[src/rtl/spi_ram_arbiter.sv]
// Two-port round-robin arbiter in front of the single SPI RAM controller.
// One word per transaction; strobes the controller, waits on busy, returns data.
module spi_ram_arbiter #(
  parameter int DATA_WIDTH     = 16,
  parameter int ADDR_BITS      = 16,
  parameter int TIMEOUT_CYCLES = 1024
) (
  input  logic                  clk,
  input  logic                  rst_n,
  input  logic                  a_req,
  input  logic                  a_we,
  input  logic [ADDR_BITS-1:0]  a_addr,
  input  logic [DATA_WIDTH-1:0] a_wdata,
  output logic                  a_grant,
  output logic                  a_done,
  output logic [DATA_WIDTH-1:0] a_rdata,
  input  logic                  b_req,
  input  logic                  b_we,
  input  logic [ADDR_BITS-1:0]  b_addr,
  input  logic [DATA_WIDTH-1:0] b_wdata,
  output logic                  b_grant,
  output logic                  b_done,
  output logic [DATA_WIDTH-1:0] b_rdata,
  output logic [ADDR_BITS-1:0]  ram_addr,
  output logic [DATA_WIDTH-1:0] ram_data_in,
  output logic                  ram_start_read,
  output logic                  ram_start_write,
  input  logic [DATA_WIDTH-1:0] ram_data_out,
  input  logic                  ram_busy,
  output logic                  timeout_err
);

  // state | meaning
  // IDLE  | arbitrate; latch winner's addr/wdata/we
  // ISSUE | one-cycle start strobe to the controller
  // ARM   | skip busy (it may lag the strobe); load watchdog
  // WAIT  | wait for busy low or watchdog terminal count
  // DONE  | one-cycle done pulse to the granted port
  typedef enum logic [2:0] {
    ST_IDLE,
    ST_ISSUE,
    ST_ARM,
    ST_WAIT,
    ST_DONE
  } state_e;

  localparam int CNT_W = (TIMEOUT_CYCLES > 1) ? $clog2(TIMEOUT_CYCLES + 1) : 1;
  localparam logic [CNT_W-1:0] TC_LOAD = CNT_W'(TIMEOUT_CYCLES);
  localparam logic [CNT_W-1:0] TC_ONE  = CNT_W'(1);

  state_e                state_q, state_d;
  logic                  last_b_q, last_b_d;
  logic                  sel_b_q, sel_b_d;
  logic                  op_we_q, op_we_d;
  logic                  a_grant_q, a_grant_d;
  logic                  b_grant_q, b_grant_d;
  logic                  a_done_q, a_done_d;
  logic                  b_done_q, b_done_d;
  logic [DATA_WIDTH-1:0] a_rdata_q, a_rdata_d;
  logic [DATA_WIDTH-1:0] b_rdata_q, b_rdata_d;
  logic [ADDR_BITS-1:0]  ram_addr_q, ram_addr_d;
  logic [DATA_WIDTH-1:0] ram_data_in_q, ram_data_in_d;
  logic                  start_rd_q, start_rd_d;
  logic                  start_wr_q, start_wr_d;
  logic [CNT_W-1:0]      wd_cnt_q, wd_cnt_d;
  logic                  timeout_err_q, timeout_err_d;
  logic                  pick_b;
  logic                  pick_we;

  // On a tie the port that did not win last time goes next.
  assign pick_b  = b_req && !(a_req && last_b_q);
  assign pick_we = pick_b ? b_we : a_we;

  always_comb begin
    state_d       = state_q;
    last_b_d      = last_b_q;
    sel_b_d       = sel_b_q;
    op_we_d       = op_we_q;
    a_grant_d     = a_grant_q;
    b_grant_d     = b_grant_q;
    a_done_d      = 1'b0;
    b_done_d      = 1'b0;
    a_rdata_d     = a_rdata_q;
    b_rdata_d     = b_rdata_q;
    ram_addr_d    = ram_addr_q;
    ram_data_in_d = ram_data_in_q;
    start_rd_d    = 1'b0;
    start_wr_d    = 1'b0;
    wd_cnt_d      = wd_cnt_q;
    timeout_err_d = timeout_err_q;

    case (state_q)
      ST_IDLE: begin
        if (a_req || b_req) begin
          sel_b_d       = pick_b;
          last_b_d      = pick_b;
          op_we_d       = pick_we;
          ram_addr_d    = pick_b ? b_addr : a_addr;
          ram_data_in_d = pick_b ? b_wdata : a_wdata;
          a_grant_d     = !pick_b;
          b_grant_d     = pick_b;
          start_wr_d    = pick_we;
          start_rd_d    = !pick_we;
          state_d       = ST_ISSUE;
        end
      end
      ST_ISSUE: state_d = ST_ARM;
      ST_ARM: begin
        wd_cnt_d = TC_LOAD;
        state_d  = ST_WAIT;
      end
      ST_WAIT: begin
        if (!ram_busy) begin
          if (!op_we_q) begin
            if (sel_b_q) b_rdata_d = ram_data_out;
            else         a_rdata_d = ram_data_out;
          end
          a_done_d = !sel_b_q;
          b_done_d = sel_b_q;
          state_d  = ST_DONE;
        end else if (TIMEOUT_CYCLES != 0) begin
          if (wd_cnt_q == TC_ONE) begin
            timeout_err_d = 1'b1;
            a_done_d      = !sel_b_q;
            b_done_d      = sel_b_q;
            state_d       = ST_DONE;
          end else begin
            wd_cnt_d = wd_cnt_q - TC_ONE;
          end
        end
      end
      ST_DONE: begin
        a_grant_d = 1'b0;
        b_grant_d = 1'b0;
        state_d   = ST_IDLE;
      end
      default: state_d = ST_IDLE;
    endcase
  end

  always_ff @(posedge clk or negedge rst_n) begin
    if (!rst_n) begin
      state_q       <= ST_IDLE;
      last_b_q      <= 1'b1;
      sel_b_q       <= 1'b0;
      op_we_q       <= 1'b0;
      a_grant_q     <= 1'b0;
      b_grant_q     <= 1'b0;
      a_done_q      <= 1'b0;
      b_done_q      <= 1'b0;
      a_rdata_q     <= '0;
      b_rdata_q     <= '0;
      ram_addr_q    <= '0;
      ram_data_in_q <= '0;
      start_rd_q    <= 1'b0;
      start_wr_q    <= 1'b0;
      wd_cnt_q      <= '0;
      timeout_err_q <= 1'b0;
    end else begin
      state_q       <= state_d;
      last_b_q      <= last_b_d;
      sel_b_q       <= sel_b_d;
      op_we_q       <= op_we_d;
      a_grant_q     <= a_grant_d;
      b_grant_q     <= b_grant_d;
      a_done_q      <= a_done_d;
      b_done_q      <= b_done_d;
      a_rdata_q     <= a_rdata_d;
      b_rdata_q     <= b_rdata_d;
      ram_addr_q    <= ram_addr_d;
      ram_data_in_q <= ram_data_in_d;
      start_rd_q    <= start_rd_d;
      start_wr_q    <= start_wr_d;
      wd_cnt_q      <= wd_cnt_d;
      timeout_err_q <= timeout_err_d;
    end
  end

  assign a_grant         = a_grant_q;
  assign b_grant         = b_grant_q;
  assign a_done          = a_done_q;
  assign b_done          = b_done_q;
  assign a_rdata         = a_rdata_q;
  assign b_rdata         = b_rdata_q;
  assign ram_addr        = ram_addr_q;
  assign ram_data_in     = ram_data_in_q;
  assign ram_start_read  = start_rd_q;
  assign ram_start_write = start_wr_q;
  assign timeout_err     = timeout_err_q;

endmodule

[config.mk]
export PLATFORM = sky130hd
export DESIGN_NAME = spi_ram_arbiter
export DESIGN_NICKNAME = d
export VERILOG_FILES = /design/src/rtl/spi_ram_arbiter.sv
export SDC_FILE = /design/constraint.sdc
export NUM_CORES = 1
export LEC_CHECK = 0
export CAP_MARGIN = 40
export CORE_ASPECT_RATIO = 0.75
export CORE_MARGIN = 2
export CORE_UTILIZATION = 31
export CTS_CLUSTER_DIAMETER = 60
export DETAILED_ROUTE_END_ITERATION = 7
export SYNTH_ARGS = -nofsm -noshare
export SYNTH_HDL_FRONTEND = slang
export SYNTH_SLANG_ARGS = --single-unit
[constraint.sdc]
create_clock -name clk -period 2.32 [get_ports clk]
set_input_delay 0.464 -clock clk [delete_from_list [all_inputs] [get_ports clk]]
set_output_delay 0.464 -clock clk [all_outputs]
set_load 0.02 [all_outputs]
==> results_dict.tcl <==
set metrics [dict create \
    clkSinkCount 88 \
    cellLeakagePower_nw 2.66 \
    synth_cells 282 \
    most-common-layout-cells "clkdlybuf4s50_1, dfrtp_1, a21o_1" \
    synthFlopType "dfrtp_1" \
    syn_area_per_cell_um2 13.3 \
    die_w_um 131 \
    worstPathMaxFanout 5 \
    clock_power_share 0.176 \
    detail_route.wl_per_cell_um 15.6 \
    cp.required_ns 2.58 \
    yosys_warnings 0 \
    maxSlewViolCount 0 \
    layout_setup_ws_ns 0.469 \
    finalCriticalPeriod_ns 1.85 \
    antenna_cells 0 \
    syn-cell-area_mm2 0.00376 \
    endpoint_kind "register" \
    relSlewSlack 0.521 \
    syn_to_final_growth_pct 55.0 \
    synthArstFlopShare 1.00 \
    start_util 0.321 \
    grt_pass1_wl_um 15400 \
    wl_um 9520 \
    grt_pass1_vias 3041 \
    ios 158 \
    internal_power_mw 5.07 \
    synth_top_family_by_area "compound AO/OA/AOI/OAI gates" \
    synth_top_cell_area_share 0.580 \
    combPwrFrac 0.480 \
    setup_violations 0 \
    synth-seq-cells 88 \
    finClkSkew_ns 0.00443 \
    grt_usage 0.149 \
    stdcell_area_mm2 0.00582 \
    post_cts_resized 0 \
    place_area_mm2 0.00553 \
    seqPwrFrac 0.344 \
    ir_drop_v 0.000564 \
    ys_seq_area_frac 0.587 \
    clkTransAtPathRegs_ns 0.06 \
    cp-start-kind "input port" \
    fmax_ghz 0.540 \
    cap_violations 0 \
    layout_commonest_cell "clkdlybuf4s50_1" \
    rows 34 \
    dp_hpwl_um 6670 \
    die-height_um 99.3 \
    status "complete, no violations" \
    netlist_top_cells_area "dfrtp_1, mux2_2, a22o_1" \
    crit_type "in -> reg" \
    synth_top_area_cell "dfrtp_1" \
    ant_nets 0 \
    postCtsHoldBufs 0 \
    cts_buffers 9 \
    tightest_slew_ns 0.717 \
    synth_adder_area_share 0.00666 \
    portBuffers 157 \
    clock_latency_ns 0.33 \
    drc 0 \
    muxShareOfSynthArea 0.112 \
    grt_setup_unrepaired "false" \
    ys_types 42 \
    drt_iter0_drc 117 \
    path_cells "clkdlybuf4s50_1 > and4b_2 > nand4_1 > or3_1 > a21oi_1" \
    power.density_mw_per_mm2 1350 \
    drive_above_1_share 0.158 \
    grt_max_degree 47 \
    yosys.area_share.simple 0.0843 \
    tritoncts "yes" \
    p_switching_mw 2.81 \
    fin_crit_sh 0.798 \
    synth_compound_area_frac 0.181 \
    place_congestion 0.775 \
    nets 533 \
    post_cts_buffers 0 \
    cts_root_buffer "clkbuf_16" \
    dr_total_vias 2924 \
    report.final.hold_viol_count 0 \
    arrival_ns 2.11 \
    hold_class "in -> async" \
    fin_setup_tns_ns 0 \
    critPathMaxStageDelay_ns 0.58 \
    core_mm2 0.0117 \
    cpMaxStageDelayCell "clkdlybuf4s50_1" \
    h-tree-depth 3 \
    r2r-start "wd_cnt_q[1]" \
    die-area_mm2 0.0130 \
    grt_remaining_overflow 0 \
    preCtsSetupSlack_ns 0.135 \
    startpoint "ram_busy" \
    synth-edff-count 0 \
    clock_path_buffers 2 \
    swShare 0.357 \
    antenna_found_initial 0 \
    drtPass1Iterations 4 \
    syn_nets 371 \
    synthXorXnorAreaFrac 0.00233 \
    routed_via_density 4.79 \
]
[worst paths after layout]
check | end | slack [ns] | cells past startpoint
setup / recovery | wd_cnt_q[9] | 0.47 | 5
hold / removal | a_rdata[10] | 0.07 | 1
setup reg to reg | wd_cnt_q[3] | 0.49 | 6
hold reg to reg | a_grant | 0.48 | 1
max in group asynchronous | last_b_q | 1.59 | 2
min in group clk | a_grant | 0.48 | 1
[logic make-up (layout without fill, tap and decap cells)]
| group | after synthesis | count (layout) |
|---|---|---|
| flip-flops | 88 | 88 |
| adder cells (fa/ha/maj) | 2 | 2 |
| AND/OR/NAND/NOR | 46 | 46 |
| AO/OA/AOI/OAI | 88 | 88 |
| XOR/XNOR | 1 | 1 |
| buffers and inverters | 19 | 186 |
| multiplexers | 38 | 38 |
[synthesized netlist by cell type (2+ instances only)]
cell,count
mux2_2,32
and2_1,3
or3b_2,2
o31ai_1,2
a21oi_1,7
ha_1,2
dfrtp_1,87
nand2b_1,2
buf_2,9
nor2_1,5
nand3_1,5
o21ai_0,5
a21o_1,36
nor3_2,2
nor3_1,5
a22o_1,32
nand2_1,5
or3_1,5
buf_4,5
inv_1,4
mux2i_1,6
[metrics by stage]
step                total power, mW  hold slack (ns)  utilization  instances
detailed placement             6.53            0.450        0.473        595
global placement               6.48            0.454        0.473        595
floorplan                      4.86            0.168            -        282
global route                   8.37            0.112        0.498        611
finish                         7.87           0.0748        0.498        611
CTS                            7.98           0.0823        0.498        611
[cell type report]
class,count,area (um^2)
fill,1027,5880
sequential,88,2200
timing repair buffer,166,1660
multi-input combinational,175,1450
clock buffer,14,274
tap,162,203
inverter,4,15.0
clock inverter,2,12.5
[power by group through the flow]
stage	Sequential [mW]	Clock, mW	Combinational, mW
2_1_floorplan	3.32	0	1.54
3_3_place_gp	2.70	0	3.78
3_5_place_dp	2.72	0	3.81
4_1_cts	2.71	1.44	3.82
5_1_grt	2.81	1.50	4.06
6_report	2.71	1.39	3.78
[worst max-delay path, delay by kind of cell]
family                 cells  cell delay (ns)
and+or+nand+nor            3             0.91
buffers and inverters      1             0.58
AOI/OAI and AO/OA          1             0.15
[layer usage]
metal  global-route usage  wire, um
met1                0.191      4300
met2                0.228      4280
met3               0.0647       811
met4               0.0468       132
met5                    0         0
[registers in the layout, indices dropped and copies added, names as in the netlist]
| signal | cells |
|---|---|
| state_q | 3 |
| ram_data_in | 16 |
| a_done | 1 |
| ram_start_write | 1 |
| b_rdata | 16 |
| last_b_q | 1 |
| a_rdata | 16 |
| ram_start_read | 1 |
| b_done | 1 |
| a_grant | 1 |
| op_we_q | 1 |
| ram_addr | 16 |
| wd_cnt_q | 11 |
| sel_b_q | 1 |
| b_grant | 1 |
| timeout_err | 1 |
(Power assumes the default switching activity.)
